===== config.mk =====
export PLATFORM = sky130hd
export DESIGN_NAME = rx_frame_ctrl
export DESIGN_NICKNAME = d
export VERILOG_FILES = /design/src/rtl/rx_frame_ctrl_pkg.sv /design/src/rtl/byte_timer.sv /design/src/rtl/rx_frame_ctrl.sv
export SDC_FILE = /design/constraint.sdc
export NUM_CORES = 1
export LEC_CHECK = 0
export CAP_MARGIN = 20
export CORE_AREA = 2 2 127 67
export DETAILED_ROUTE_END_ITERATION = 16
export DIE_AREA = 0 0 129 69
export GPL_TIMING_DRIVEN = 0
export MAX_ROUTING_LAYER = met4
export PLACE_DENSITY_LB_ADDON = 0.15
export SYNTH_ARGS = -nofsm -noshare
export SYNTH_HDL_FRONTEND = slang
export SYNTH_SLANG_ARGS = --single-unit

===== constraint.sdc =====
create_clock -name clk -period 2 [get_ports clk]
set_input_delay 0.4 -clock clk [delete_from_list [all_inputs] [get_ports clk]]
set_output_delay 0.4 -clock clk [all_outputs]
set_load 0.03 [all_outputs]

===== src/rtl/rx_frame_ctrl_pkg.sv =====
// Shared types and constants for the receive frame controller.
// Frame layout is SYNC, ADDR, DATA, CHK with CHK = ADDR ^ DATA.
package rx_frame_ctrl_pkg;

    typedef enum logic [1:0] {
        S_SYNC = 2'd0,
        S_ADDR = 2'd1,
        S_DATA = 2'd2,
        S_CHK  = 2'd3
    } state_e;

    localparam int          NUM_CH        = 4;
    localparam int          BYTE_W        = 8;
    localparam int          CH_W          = 2;
    localparam int          CNT_W         = 8;
    localparam int          TMR_W         = 16;
    localparam logic [7:0]  SYNC_BYTE_DEF = 8'h55;

    // A frame is accepted only when the check byte matches and the address names a real channel.
    function automatic logic frame_ok(input logic [BYTE_W-1:0] addr,
                                      input logic [BYTE_W-1:0] data,
                                      input logic [BYTE_W-1:0] chk);
        logic sum_ok;
        logic addr_ok;
        sum_ok  = (chk == (addr ^ data));
        addr_ok = (addr[BYTE_W-1:CH_W] == 6'd0);
        return sum_ok && addr_ok;
    endfunction

endpackage


===== src/rtl/byte_timer.sv =====
// Inter-byte gap counter; expired asserts while enabled once the count
// has reached TIMEOUT-1 without being cleared.
module byte_timer
    import rx_frame_ctrl_pkg::*;
#(
    parameter logic [TMR_W-1:0] TIMEOUT = 16'd50000
) (
    input  logic clk,
    input  logic rst,
    input  logic clr,
    input  logic en,
    output logic expired
);

    logic [TMR_W-1:0] cnt_q;
    logic [TMR_W-1:0] cnt_d;
    logic             at_limit_s;

    assign at_limit_s = (cnt_q == (TIMEOUT - 16'd1));
    assign expired    = en && at_limit_s;

    // Next count: clear wins, then count up while enabled, holding at the limit.
    always_comb begin
        cnt_d = cnt_q;
        if (clr) begin
            cnt_d = '0;
        end else if (en && !at_limit_s) begin
            cnt_d = cnt_q + 16'd1;
        end else begin
            cnt_d = cnt_q;
        end
    end

    // Count register.
    always_ff @(posedge clk or negedge rst) begin
        if (!rst) begin
            cnt_q <= '0;
        end else begin
            cnt_q <= cnt_d;
        end
    end

endmodule


===== src/rtl/rx_frame_ctrl.sv =====
// Receive frame controller: parses SYNC/ADDR/DATA/CHK frames from a byte
// receiver and writes one of four channel level registers per good frame.
module rx_frame_ctrl
    import rx_frame_ctrl_pkg::*;
#(
    parameter logic [BYTE_W-1:0] SYNC_BYTE = SYNC_BYTE_DEF,
    parameter logic [TMR_W-1:0]  TIMEOUT   = 16'd50000
) (
    input  logic                     clk,
    input  logic                     rst,
    input  logic                     byte_valid,
    input  logic [BYTE_W-1:0]        byte_data,
    input  logic                     fmt_err,
    output logic [NUM_CH*BYTE_W-1:0] ch_level,
    output logic                     upd,
    output logic [CH_W-1:0]          upd_ch,
    output logic                     frame_err,
    output logic [CNT_W-1:0]         err_cnt,
    output logic                     busy
);

    state_e                          state_q, state_d;
    logic                            arm_q;
    logic                            bv_q;
    logic                            fe_q;
    logic [BYTE_W-1:0]               addr_q, addr_d;
    logic [BYTE_W-1:0]               data_q, data_d;
    logic [NUM_CH-1:0][BYTE_W-1:0]   ch_q, ch_d;
    logic                            upd_q, upd_d;
    logic [CH_W-1:0]                 upd_ch_q, upd_ch_d;
    logic                            ferr_q, ferr_d;
    logic [CNT_W-1:0]                errcnt_q, errcnt_d;
    logic                            busy_q;

    logic                            byte_ev_s;
    logic                            err_ev_s;
    logic                            discard_s;
    logic                            expired_s;
    logic                            tmr_clr_s;
    logic                            tmr_en_s;

    // arm_q masks the first cycle after reset so levels already high are not seen as rises.
    assign byte_ev_s = arm_q && byte_valid && !bv_q;
    assign err_ev_s  = arm_q && fmt_err && !fe_q;

    assign tmr_en_s  = (state_q != S_SYNC);
    assign tmr_clr_s = byte_ev_s || (state_q == S_SYNC);

    byte_timer #(
        .TIMEOUT (TIMEOUT)
    ) u_timer (
        .clk     (clk),
        .rst     (rst),
        .clr     (tmr_clr_s),
        .en      (tmr_en_s),
        .expired (expired_s)
    );

    // Frame parser: an error event beats a byte, and a byte beats the timeout.
    always_comb begin
        state_d   = state_q;
        addr_d    = addr_q;
        data_d    = data_q;
        ch_d      = ch_q;
        upd_d     = 1'b0;
        upd_ch_d  = upd_ch_q;
        discard_s = 1'b0;
        case (state_q)
            S_SYNC: begin
                if (byte_ev_s && !err_ev_s && (byte_data == SYNC_BYTE)) begin
                    state_d = S_ADDR;
                end else begin
                    state_d = S_SYNC;
                end
            end
            S_ADDR: begin
                if (err_ev_s) begin
                    discard_s = 1'b1;
                end else if (byte_ev_s) begin
                    addr_d  = byte_data;
                    state_d = S_DATA;
                end else if (expired_s) begin
                    discard_s = 1'b1;
                end else begin
                    state_d = S_ADDR;
                end
            end
            S_DATA: begin
                if (err_ev_s) begin
                    discard_s = 1'b1;
                end else if (byte_ev_s) begin
                    data_d  = byte_data;
                    state_d = S_CHK;
                end else if (expired_s) begin
                    discard_s = 1'b1;
                end else begin
                    state_d = S_DATA;
                end
            end
            S_CHK: begin
                if (err_ev_s) begin
                    discard_s = 1'b1;
                end else if (byte_ev_s) begin
                    state_d = S_SYNC;
                    if (frame_ok(addr_q, data_q, byte_data)) begin
                        ch_d[addr_q[CH_W-1:0]] = data_q;
                        upd_d                  = 1'b1;
                        upd_ch_d               = addr_q[CH_W-1:0];
                    end else begin
                        discard_s = 1'b1;
                    end
                end else if (expired_s) begin
                    discard_s = 1'b1;
                end else begin
                    state_d = S_CHK;
                end
            end
            default: begin
                state_d = S_SYNC;
            end
        endcase

        if (discard_s) begin
            state_d  = S_SYNC;
            ferr_d   = 1'b1;
            errcnt_d = (errcnt_q == 8'hFF) ? errcnt_q : (errcnt_q + 8'd1);
        end else begin
            ferr_d   = 1'b0;
            errcnt_d = errcnt_q;
        end
    end

    // All controller state, including edge-detect history and registered outputs.
    always_ff @(posedge clk or negedge rst) begin
        if (!rst) begin
            state_q  <= S_SYNC;
            arm_q    <= 1'b0;
            bv_q     <= 1'b0;
            fe_q     <= 1'b0;
            addr_q   <= '0;
            data_q   <= '0;
            ch_q     <= '0;
            upd_q    <= 1'b0;
            upd_ch_q <= '0;
            ferr_q   <= 1'b0;
            errcnt_q <= '0;
            busy_q   <= 1'b0;
        end else begin
            state_q  <= state_d;
            arm_q    <= 1'b1;
            bv_q     <= byte_valid;
            fe_q     <= fmt_err;
            addr_q   <= addr_d;
            data_q   <= data_d;
            ch_q     <= ch_d;
            upd_q    <= upd_d;
            upd_ch_q <= upd_ch_d;
            ferr_q   <= ferr_d;
            errcnt_q <= errcnt_d;
            busy_q   <= (state_d != S_SYNC);
        end
    end

    assign ch_level  = ch_q;
    assign upd       = upd_q;
    assign upd_ch    = upd_ch_q;
    assign frame_err = ferr_q;
    assign err_cnt   = errcnt_q;
    assign busy      = busy_q;

endmodule


==> run_results.csv, run 1 <==
group,metric,value,unit
status,status,"complete, but fails checks",
setup_path,startpoint_type,"flip-flop",
grt,first_global_vias,2524,
clocking,cts_max_level,3,
routing,drt_iter0_markers,134,
timing,setup-violations-final,33,
finish,syn_to_final_growth,37.0,%
timing,fin_skew,0.00592,ns
grt,grt_first_pass_wirelength,13200,um
logic_synthesis,syn_area,3630,um2
grt,grt_usage,19.6,%
clocking,clk_latency,0.33,ns
routing,highest_layer,"met4",
routing,dr_wl_met2,3250,um
routing,wl_per_cell,16.2,um
clocking,tritoncts,"done",
timing,fin_crit_sh,108,%
setup_path,crit_type,"flip-flop to flip-flop",
logic_synthesis,yosysSeqAreaShare,56.5,%
finish,final_common_cell,"dfrtp_1",
finish,mostFrequentLayoutCells,"76 x dfrtp_1, 46 x clkdlybuf4s50_1, 42 x mux2_2",
timing,whs,0.0287,ns
logic_synthesis,synth_area_leaders,"dfrtp_1 56%, mux2_2 16%, xnor2_1 4.1%",
floorplan,die_area,8900,um2
min_path,hold_class,"input port to async pin",
logic_synthesis,synth_top_area_share,56.5,%
clocking,cts_inserted_buffers,9,
power_and_ir_drop,ir_drop,0.000440,V
floorplan,fp-row-count,23,
floorplan,start_util,46.6,%
clocking,clock_sinks,82,
setup_path,reg2regPathDepth,7,
timing,rsz0062_at_grt,"true",
finish,design_area,4980,um2
finish,drive_gt1_share,31.2,%
power_and_ir_drop,p_leak,2.26,nW
status,failed_checks,"setup timing",
floorplan,die_w,129,um
routing,ant_nets,0,
setup_path,r2r_slack,-0.16,ns
routing,firstDrtPassIters,4,
floorplan,die_h,69,um
routing,drc,0,
logic_synthesis,avgSynthCellArea,12.9,um2
placement,post-dp-hpwl,5170,um
logic_synthesis,synthesis.nets,295,
setup_path,critPathTopFamily,"simple AND/OR/NAND/NOR gates",
routing,wl_met1,4090,um
setup_path,reg2reg_from,"addr_q[4]",
floorplan,fp.coreArea,7800,um2
clocking,clk_pin_slew,0.05,ns
logic_synthesis,ys_types,39,
logic_synthesis,ys_seq_elements,82,
timing,fmax,463,MHz
timing,hold_viol_final,0,
finish,antenna_cells,0,
placement,dp_slack,-0.980,ns
setup_path,critPathBufInv,1,
placement,dpl.cell_count,450,
floorplan,pin_count,57,
finish,final_nets,387,
timing,slew_headroom,63.6,%
power_and_ir_drop,power_density,642,nW/um2
placement,portBuffers,56,
setup_path,crit_chain,"nor4_2, nand2_1, nor4_4, and2_4, nor3b_4, buf_12, mux2_4",
clocking,ctsHoldBuffers,0,
grt,grt_max_degree,48,
logic_synthesis,yosysWarningCount,0,
setup_path,slowest_delay,0.41,ns
grt,grt_remaining_overflow,0,
setup_path,endpoint_kind,"flip-flop",
placement,placed_area,4360,um2
timing,tightest_slew,0.542,ns
finish,nFillCells,622,
clocking,cts_buffer_depth,2,
routing,finalWirelength,7890,um
routing,met3_wirelength,471,um
run,cap_violations,0,
logic_synthesis,synthCells,281,
clocking,root_buffer,"clkbuf_16",
setup_path,cp_max_fo,8,
placement,place_congestion,0.892,
setup_path,r2r_end,"ch_level[6]",
finish,instances_no_fill,487,
timing,min_period,2.16,ns
grt,grt_antenna_before_repair,0,
timing,timing.final.ws_setup,-0.160,ns
routing,vias,2497,
setup_path,required,2.21,ns
timing,final_max_slew_viol_count,0,
setup_path,cp.arrival,2.37,ns
logic_synthesis,yosysTopAreaCell,"dfrtp_1",
setup_path,critPathSlowestCell,"dfrtp_1",
routing,vias_per_cell,5.13,
## synthesized netlist by cell type (all sizes together)
cell and number:
nor4b 1, nor2 23, nand4 11, dfrtp 82, mux2 51, or2 1, xor2 10, xnor2 17
buf 6, and3b 1, inv 1, a21oi 1, conb 1, nor4 3, o211ai 1, nor3 3
nand3 11, mux2i 1, and3 7, ha 2, or3 2, nor4bb 3, o21ai 3, o22ai 1
o32ai 1, clkbuf 3, xnor3 4, nor2b 3, a31oi 2, nor3b 3, nand4b 1, nand2 9
and2 7, nand3b 4, nand2b 1
## state kept, by name, summed over array words and instances (netlist names)
name           count
err_cnt            8
frame_err          1
data_q             8
arm_q              1
state_q            2
busy               1
u_timer.cnt_q     16
upd_ch             2
ch_level          32
bv_q               1
upd                1
fe_q               1
addr_q             8
## per-stage QoR
stage	utilization [%]	setup TNS, ns	total power, W
4_1_cts	62.4	-4.29	0.00322
2_1_floorplan	-	-0.867	0.00173
5_1_grt	63.8	-6.68	0.00332
6_report	63.8	-2.47	0.00320
3_5_place_dp	56.0	-45.84	0.00181
3_3_place_gp	55.6	-240.80	0.00181
## power by group
part	switching (W)	total (W)	leakage (nW)	internal [W]
logic	0.0000693	0.000123	1.02	0.0000536
clock network	0.000582	0.00140	0.118	0.000818
registers	0.00000578	0.00167	1.13	0.00167
## layer usage
metal	global-route usage, %	vias up
met3	5.67	13
met2	25.5	62
met1	29.7	1243
li1	-	1179
met5	-	-
met4	5.31	0
## logic make-up after synthesis
group                    count (synthesis)  synth area share, %
AO/OA/AOI/OAI                            9                 1.52
XOR/XNOR                                31                 8.99
adder cells (fa/ha/maj)                  2                0.689
buffers and inverters                   10                 1.38
flip-flops                              82                 56.5
multiplexers                            52                 16.1
other                                    1                0.103
AND/OR/NAND/NOR                         94                 14.7
## what timing repair did
action,4_1_cts,5_1_grt
pin swaps,12,14
cloned,1,0
gates resized for setup,39,19
setup endpoints to repair,58,49
setup buffers,22,5
## worst max-delay path by stage
stage	slack (ns)	startpoint	endpoint	cells past startpoint
floorplan	-0.11	addr_q[1]	ch_level[0]	8
global placement	-2.39	rst	ch_level[24]	1
detailed placement	-0.98	byte_data[3]	ch_level[6]	8
CTS	-0.21	addr_q[5]	ch_level[2]	8
global route	-0.27	addr_q[4]	ch_level[6]	7
finish	-0.16	addr_q[4]	ch_level[6]	7
## layout make-up
| cell class | instances | area (um2) | share of cell area, % |
|---|---|---|---|
| flip-flops and latches | 82 | 2060 | 41.4 |
| multi-input cells | 189 | 1680 | 33.8 |
| repair buffers | 85 | 817 | 16.4 |
| clock buffers | 12 | 236 | 4.75 |
| well taps | 112 | 140 | 2.82 |
| plain buffers | 5 | 30.0 | 0.603 |
| clock inverters | 1 | 5.00 | 0.101 |
| inverters | 1 | 3.75 | 0.0754 |
No activity file was read; power rests on OpenSTA's default activity.
==> run 2: changes to the inputs <==
--- a/config.mk
+++ b/config.mk
@@ -6,9 +6,10 @@
 export NUM_CORES = 1
 export LEC_CHECK = 0
 export CAP_MARGIN = 20
-export CORE_AREA = 2 2 127 67
+export CORE_AREA = 2 2 117 62
 export DETAILED_ROUTE_END_ITERATION = 16
-export DIE_AREA = 0 0 129 69
+export DIE_AREA = 0 0 119 64
+export DONT_BUFFER_PORTS = 1
 export GPL_TIMING_DRIVEN = 0
 export MAX_ROUTING_LAYER = met4
 export PLACE_DENSITY_LB_ADDON = 0.15
==> run 2 against run 1 <==
Net effect:
- the flow finishes with violations (hold timing, setup timing)
- largest cell class unchanged
- global-route usage increased by 4.1 points
- power increased by 14%
- sequential power about the same
==> run_results.csv, run 2 (same netlist as run 1, synthesis figures left out) <==
group,metric,value,unit
status,status,"complete, but fails checks",
status,failed_checks,"hold timing, setup timing",
setup_path,crit_start,"addr_q[5]",
timing,slew_headroom,61.7,%
setup_path,cp_max_fo,4,
power_and_ir_drop,p_total,0.00366,W
clocking,cts_max_level,3,
clocking,tritoncts,"done",
clocking,clock_sinks,82,
timing,setup-violations-final,19,
setup_path,crit_type,"flip-flop to flip-flop",
routing,firstDrtPassIters,4,
setup_path,reg2regPathDepth,7,
clocking,cts_buffer_depth,2,
setup_path,endpoint_kind,"flip-flop",
clocking,clk_pin_slew,0.06,ns
setup_path,cp_num_cells,7,
grt,grt_max_degree,83,
run,cap_violations,0,
setup_path,cp.arrival,2.35,ns
placement,place_congestion,0.857,
placement,dpl.cell_count,373,
timing,fin_skew,0.00630,ns
setup_path,slowest_delay,0.41,ns
grt,first_global_vias,2507,
power_and_ir_drop,switchingPower,0.000672,W
power_and_ir_drop,power_density,806,nW/um2
timing,rsz0062_at_grt,"true",
timing,whs,-0.244,ns
routing,ant_nets,0,
floorplan,pin_count,57,
setup_path,critPathSlowestCell,"dfrtp_1",
grt,grt_antenna_before_repair,0,
power_and_ir_drop,p_clk_share,52.6,%
floorplan,fp-row-count,21,
grt,grt_util_met3,9.29,%
placement,portBuffers,0,
clocking,cts_inserted_buffers,9,
floorplan,die_h,64,um
setup_path,critPathBufInv,1,
finish,final_nets,334,
grt,use_met2,36.1,%
finish,drive_gt1_share,39.7,%
timing,final_max_slew_viol_count,0,
setup_path,r2r_slack,-0.13,ns
routing,drt_iter0_markers,114,
setup_path,required,2.22,ns
routing,vias,2349,
setup_path,crit_end,"ch_level[2]",
setup_path,r2r_end,"ch_level[2]",
grt,grtUsageMet1,29.0,%
floorplan,die_area,7620,um2
finish,mostFrequentLayoutCells,"74 x dfrtp_1, 42 x mux2_2, 26 x buf_4",
grt,grt_remaining_overflow,0,
finish,final_common_cell,"dfrtp_1",
min_path,hold_class,"input port to async pin",
timing,timing.final.ws_setup,-0.128,ns
setup_path,startpoint_type,"flip-flop",
floorplan,fp.coreArea,6540,um2
routing,wl_per_cell,19.0,um
floorplan,start_util,55.5,%
timing,fin_crit_sh,106,%
power_and_ir_drop,p_int,0.00299,W
setup_path,crit_chain,"nor4_2, nand2_1, nor4_4, and2_4, nor3b_4, buf_6, mux2_4",
finish,instances_no_fill,417,
clocking,clk_latency,0.34,ns
timing,tightest_slew,0.566,ns
placement,post-dp-hpwl,4740,um
routing,finalWirelength,7910,um
power_and_ir_drop,ir_drop,0.000639,V
power_and_ir_drop,p_leak,2.12,nW
floorplan,die_w,119,um
power_and_ir_drop,seqPwrFrac,45.8,%
timing,fmax,470,MHz
setup_path,reg2reg_from,"addr_q[5]",
routing,vias_per_cell,5.63,
grt,grt-busiest-layer,"met2",
setup_path,critPathTopFamily,"simple AND/OR/NAND/NOR gates",
grt,grt_usage,23.7,%
clocking,root_buffer,"clkbuf_16",
finish,syn_to_final_growth,24.9,%
timing,min_period,2.13,ns
grt,grt_first_pass_wirelength,13100,um
finish,largest_register_ffs,32,
timing,hold_viol_final,82,
finish,antenna_cells,0,
routing,drc,0,
power_and_ir_drop,p_comb_share,1.7,%
power_and_ir_drop,p_sw_share,18.4,%
[run 2: worst min path at each step]
stage | slack, ns | cells after the start | from | end
after floorplan | 0.10 | 0 | rst | addr_q[0]
after global placement | 0.11 | 0 | rst | err_cnt[4]
after detailed placement | 0.11 | 0 | rst | err_cnt[4]
after CTS | -0.25 | 0 | rst | err_cnt[3]
after global routing | -0.26 | 0 | rst | err_cnt[4]
final | -0.24 | 0 | rst | u_timer.cnt_q[6]
[run 2: area by class of cell]
cell class / instances / area, um2
flip-flops and latches: 82 / 2060
fillers: 470 / 2000
multi-input cells: 189 / 1700
repair buffers: 32 / 275
clock buffers: 11 / 253
well taps: 92 / 115
clock inverters: 5 / 100
plain buffers: 5 / 30.0
inverters: 1 / 3.75
[run 2: through the flow]
step	hold slack, ns	setup TNS, ns	util (%)	cell area [um2]	setup slack [ns]
after floorplan	0.104	-0.867	-	3640	-0.108
after global placement	0.107	-17.63	57.4	3750	-0.601
after detailed placement	0.107	-17.87	57.4	3750	-0.601
after CTS	-0.252	-4.39	66.9	4370	-0.226
after global routing	-0.264	-6.07	69.4	4540	-0.262
final	-0.244	-1.27	69.4	4540	-0.128
[run 2: layer usage]
| layer | share of wire, % | up-vias |
|---|---|---|
| li1 | - | 1077 |
| met1 | 44 | 1189 |
| met2 | 48 | 70 |
| met3 | 6.4 | 13 |
| met4 | 1.8 | 0 |
| met5 | 0 | - |
[run 2: power by group through the flow]
stage / sequential [W] / clock, W / combinational [W]
6_report: 0.00167 / 0.00192 / 0.0000618
4_1_cts: 0.00167 / 0.00194 / 0.0000540
5_1_grt: 0.00167 / 0.00203 / 0.0000661
2_1_floorplan: 0.00170 / 0 / 0.0000311
3_3_place_gp: 0.00170 / 0 / 0.0000361
3_5_place_dp: 0.00170 / 0 / 0.0000369
[run 2: worst register-to-register path: cells and delay by family, from the launching register on]
family        cells  cell delay [ns]
simple gates      5             1.13
flops             1             0.41
mux               1             0.31
buf+inv           1             0.17
[run 2: what timing repair did]
| action | in CTS | in global routing |
|---|---|---|
| hold endpoints to repair | 82 | 82 |
| pin swaps | 14 | 19 |
| buffers inserted | 21 | 12 |
| resized for setup | 32 | 19 |
| setup endpoints to repair | 47 | 57 |
==> run 3: changes to the inputs <==
--- a/config.mk
+++ b/config.mk
@@ -7,12 +7,15 @@
 export LEC_CHECK = 0
 export CAP_MARGIN = 20
 export CORE_AREA = 2 2 117 62
+export CTS_BUF_LIST = sky130_fd_sc_hd__clkbuf_16
 export DETAILED_ROUTE_END_ITERATION = 16
 export DIE_AREA = 0 0 119 64
 export DONT_BUFFER_PORTS = 1
+export GPL_ROUTABILITY_DRIVEN = 0
 export GPL_TIMING_DRIVEN = 0
 export MAX_ROUTING_LAYER = met4
 export PLACE_DENSITY_LB_ADDON = 0.15
+export REMOVE_ABC_BUFFERS = 1
 export SYNTH_ARGS = -nofsm -noshare
 export SYNTH_HDL_FRONTEND = slang
 export SYNTH_SLANG_ARGS = --single-unit
==> run 3 against run 2 <==
Net effect:
- the run still ends with hold timing, setup timing left
- non-clock buffer count fell by 13
- clock skew rose by 0.0021 ns
- sequential power barely moved
- design area fell by 4.2%
- worst hold slack got worse by 0.0026 ns
- sequential share of layout area rose by 2.0 points
- via count fell by 3.9%
- maximum frequency fell by 1.9%
- largest cell class unchanged
- highest routed layer unchanged
==> run_results.csv, run 3 (same netlist as run 1, synthesis figures left out) <==
group,metric,value,unit
grt,grt_remaining_overflow,0,
clocking,tritoncts,"done",
setup_path,crit_type,"flip-flop to flip-flop",
setup_path,required,2.22,ns
finish,final_common_cell,"dfrtp_1",
grt,grt_antenna_before_repair,0,
timing,whs,-0.246,ns
routing,firstDrtPassIters,4,
power_and_ir_drop,p_leak,2.01,nW
setup_path,slowest_delay,0.41,ns
clocking,cts_inserted_buffers,9,
setup_path,critPathSlowestCell,"dfrtp_2",
setup_path,reg2reg_from,"data_q[4]",
routing,vias,2257,
grt,first_global_vias,2344,
placement,portBuffers,0,
floorplan,start_util,55.5,%
timing,rsz0062_at_grt,"true",
routing,drc,0,
timing,timing.final.ws_setup,-0.168,ns
routing,wl_per_cell,18.6,um
status,failed_checks,"hold timing, setup timing",
finish,syn_to_final_growth,19.7,%
timing,min_period,2.17,ns
timing,fmax,461,MHz
timing,fin_skew,0.00844,ns
grt,grt_usage,22.2,%
power_and_ir_drop,power_density,732,nW/um2
power_and_ir_drop,ir_drop,0.000613,V
run,cap_violations,0,
finish,final_nets,321,
routing,finalWirelength,7500,um
timing,final_max_slew_viol_count,0,
power_and_ir_drop,p_total,0.00318,W
setup_path,crit_chain,"xnor3_1, nand4_1, nor4_4, and2_4, nor3b_4, buf_6, mux2_4",
floorplan,die_h,64,um
clocking,clk_latency,0.34,ns
grt,grt_max_degree,83,
floorplan,die_area,7620,um2
placement,post-dp-hpwl,4650,um
clocking,clk_pin_slew,0.06,ns
clocking,cts_max_level,3,
setup_path,cp.arrival,2.39,ns
floorplan,fp-row-count,21,
routing,vias_per_cell,5.59,
timing,setup-violations-final,37,
finish,mostFrequentLayoutCells,"74 x dfrtp_1, 42 x mux2_2, 21 x nor2_1",
clocking,root_buffer,"clkbuf_16",
clocking,clock_sinks,82,
routing,drt_iter0_markers,114,
routing,ant_nets,0,
finish,final_util,66.5,%
finish,drive_gt1_share,37.8,%
finish,seqCellArea,2060,um2
clocking,cts_buffer_depth,2,
setup_path,r2r_end,"ch_level[1]",
min_path,hold_class,"input port to async pin",
setup_path,startpoint_type,"flip-flop",
setup_path,reg2regPathDepth,7,
setup_path,cp_max_fo,4,
finish,multiInputGateArea,1700,um2
finish,nFillCells,487,
setup_path,r2r_slack,-0.17,ns
finish,largest_register_ffs,32,
floorplan,die_w,119,um
status,status,"complete, but fails checks",
timing,hold_viol_final,82,
grt,grt_first_pass_wirelength,12400,um
finish,antenna_cells,0,
floorplan,fp.coreArea,6540,um2
setup_path,endpoint_kind,"flip-flop",
floorplan,pin_count,57,
timing,fin_crit_sh,108,%
run 3: cell count changes in the layout (fill, tap and decap cells not counted), sizes merged:
| cell | previous run | this run |
|---|---|---|
| clkbuf | 14 | 9 |
| bufinv | 3 | 0 |
| buf | 34 | 24 |
| clkinvlp | 0 | 1 |
| inv | 1 | 2 |
| clkinv | 2 | 5 |
run 3: stage by stage:
stage	cell area (um2)	worst slack, ns	instances	TNS [ns]
3_3_place_gp	3700	-0.603	364	-19.25
5_1_grt	4350	-0.270	404	-7.53
3_5_place_dp	3700	-0.652	364	-21.84
4_1_cts	4190	-0.169	398	-3.62
2_1_floorplan	3590	-0.134	272	-1.18
6_report	4350	-0.168	404	-3.52
run 3: timing repair:
action                     CTS  global route
pin swaps                   10            15
hold endpoints to repair    82            82
setup endpoints to repair   46            55
setup buffers               19             5
resized for setup           28            22
run 3: where the power goes:
group | switching [W] | internal [W] | total (W)
clock network | 0.000630 | 0.000823 | 0.00145
logic | 0.0000221 | 0.0000344 | 0.0000565
registers | 0.00000833 | 0.00167 | 0.00168
total | 0.000660 | 0.00252 | 0.00318
run 3: cell type report:
type                       instances  area share, %
clock buffer                       9           5.18
multi-input combinational        189           39.1
tap                               92           2.65
clock inverter                     7          0.863
sequential                        82           47.4
timing repair buffer              24           4.75
inverter                           1         0.0863
run 3: worst max-delay path: cells and delay by family, from the launching register on:
family | cells | cell delay (ns)
multiplexers | 1 | 0.30
flip-flops | 1 | 0.41
AND/OR/NAND/NOR | 4 | 0.89
XOR/XNOR | 1 | 0.28
buffers and inverters | 1 | 0.17
run 3: worst max-delay path by stage:
stage | from | endpoint | slack, ns | cells after the start
finish | data_q[4] | ch_level[1] | -0.17 | 7
global route | data_q[4] | ch_level[1] | -0.27 | 7
CTS | addr_q[1] | ch_level[3] | -0.17 | 7
detailed placement | data_q[1] | ch_level[3] | -0.65 | 6
global placement | data_q[0] | ch_level[2] | -0.60 | 6
floorplan | byte_valid | err_cnt[1] | -0.13 | 6
run 3: metal layers:
layer	vias to the layer above	part of all wire, %	GRT usage, %
li1	1048	-	-
met3	7	6.4	10.2
met2	40	49	33.2
met4	0	0.84	5.80
met5	-	0	-
met1	1162	44	27.8
==> variant: new RTL, settings of run 1 <==
The package constant `CNT_W` goes from 8 to 10.
--- a/src/rtl/rx_frame_ctrl_pkg.sv
+++ b/src/rtl/rx_frame_ctrl_pkg.sv
@@ -12,7 +12,7 @@
     localparam int          NUM_CH        = 4;
     localparam int          BYTE_W        = 8;
     localparam int          CH_W          = 2;
-    localparam int          CNT_W         = 8;
+    localparam int          CNT_W         = 10;
     localparam int          TMR_W         = 16;
     localparam logic [7:0]  SYNC_BYTE_DEF = 8'h55;
 
Ports: changed (resized err_cnt); port bits go from 57 to 59. No check against the original RTL was run, so the function may have changed too.
==> variant against run 1 <==
The flow finishes with violations (hold timing, setup timing); routed wire length rose by 11%; largest cell class unchanged; setup slack got worse by 0.18 ns; final area rose by 9.1%; via count rose by 3.4%; area after synthesis rose by 2.2%; count of clock-buffer cells in the layout fell by 1; non-clock buffer count rose by 13; critical path type unchanged; sequential cell count rose by 2.
Power is not compared: it rests on default switching activity, and its combinational part moved more than twofold at a synthesized area within 25%.
==> variant: results (changes against run 1) <==
final_layout:
  final_nets: 404  # +4.4%
  drive_gt1_frac: 0.385  # +0.0728
  n_antenna_cell: 0  # unchanged
  largest_reg_flops: 32  # unchanged
  fillers: 578  # -7.1%
worst_setup_path:
  crit_family: "simple AND/OR/NAND/NOR gates"
  slowest_stage: "dfrtp_1"
  endpoint: "ch_level[10]"
  cpPeakStageDelay_ns: 0.42
  r2r_cells: 7  # unchanged
  crit_path_start_kind: "flop"
  cp_max_fo: 7  # -1
  r2r_start: "addr_q[4]"
  worstPathArrival_ns: 2.56  # +0.19 ns
placement:
  dpl_worst_slack_ns: -1.20  # -0.218 ns
  portBuffers: 58  # +3.6%
  dp_hpwl_mm: 5.16  # about the same
  globalplace.congestion: 0.819  # -8.2%
status:
  outcome: "complete, but fails checks"
  violations: "hold timing, setup timing"
clocking:
  cts_buffer_depth: 2  # unchanged
  ctsRootBufferMaster: "clkbuf_16"
  clock_latency_ns: 0.34
  cts_buffers: 9  # unchanged
  clk_pin_slew_ns: 0.06
  htreeDepth: 3  # unchanged
sta:
  setup_viol: 35  # +6.1%
  setup_ws_ns: -0.335  # -0.176 ns
  hold_violations: 4  # +4
  tns_ns: -9.28  # -6.81 ns
  timing.hold.ws_ns: -0.00307  # -0.0318 ns
  fin_skew_ns: 0.00486  # -0.00106 ns
grt:
  antenna_found_initial: 0  # unchanged
  grt_pass1_vias: 2522  # -0.079%
  grt_max_degree: 54  # +13%
  grtUsageTotal: 0.209  # +0.0122
  grt_pass1_wl_mm: 13.6  # +3.1%
synthesis:
  synth_nets: 295  # unchanged
  synthArstFlopShare: 1.00  # unchanged
  synthTopCellsByArea: "dfrtp_1 (57%), mux2_2 (15%), xnor2_1 (3.8%)"
  seq_area_frac_synth: 0.566  # +0.00130
  yosys_warnings: 0  # unchanged
  ys_types: 43  # +10%
  ys_top_cells_by_count: "dfrtp_1 (84), mux2_2 (51), nor2_1 (26), xnor2_1 (16), nand2_1 (15)"
route:
  viasPerCell: 5.09  # -0.64%
  drt-initial-drc-count: 131  # -2.2%
  wire_per_inst_um: 17.3  # +7.0%
  drtPass1Iterations: 4  # unchanged
power_and_ir_drop:
  leakage_nw: 2.42
  vdd_drop_max_v: 0.000617
min_path:
  hp-class: "in -> async"
-- variant: kinds of logic after synthesis --
kind of cell | share of synthesized area
muxes | 0.160
and+or+nand+nor | 0.142
DFF | 0.566
other | 0.00101
xor gates and xnor gates | 0.0880
buffers and inverters | 0.00910
AOI/OAI and AO/OA | 0.0263
adders and majority gates | 0.00674
-- variant: layer usage --
layer	routed length, um	GRT usage	vias to the layer above
met3	414	0.0683	11
met5	0	-	-
li1	-	-	1223
met4	96	0.0604	0
met1	4490	0.325	1290
met2	3790	0.252	59
-- variant: cell type report --
cell class | instances | area share
multi-input combinational | 190 | 0.343
clock inverter | 5 | 0.0138
sequential | 84 | 0.389
timing repair buffer | 98 | 0.175
inverter | 2 | 0.00138
clock buffer | 11 | 0.0447
buffer | 5 | 0.00669
tap | 112 | 0.0258
-- variant: worst min path at each step --
stage | startpoint | to | slack (ns)
2_1_floorplan | rst | addr_q[0] | 0.10
3_3_place_gp | err_cnt[6] | err_cnt[6] | 0.48
3_5_place_dp | rst | err_cnt[0] | 0.37
4_1_cts | rst | err_cnt[0] | 0.003
5_1_grt | rst | err_cnt[0] | 0.02
6_report | rst | err_cnt[0] | -0.003
-- variant: metrics by stage --
step / instances / util / hold WS [ns] / instance area [um2]
2_1_floorplan: 281 / - / 0.104 / 3750
3_3_place_gp: 451 / 0.574 / 0.479 / 4470
3_5_place_dp: 453 / 0.578 / 0.370 / 4510
4_1_cts: 491 / 0.664 / 0.00295 / 5180
5_1_grt: 507 / 0.696 / 0.0166 / 5430
6_report: 507 / 0.696 / -0.00307 / 5430
-- variant: repair_timing --
action                     in CTS  in global routing
cloned                          1                  0
pin swaps                      13                 22
setup buffers                  23                 16
resized for setup              46                 40
setup endpoints to repair      61                 58
-- variant: where the power goes --
part | total [mW] | internal (mW) | switching [mW]
clock network | 1.77 | 1.12 | 0.647
logic | 0.998 | 0.529 | 0.469
registers | 2.06 | 1.87 | 0.188
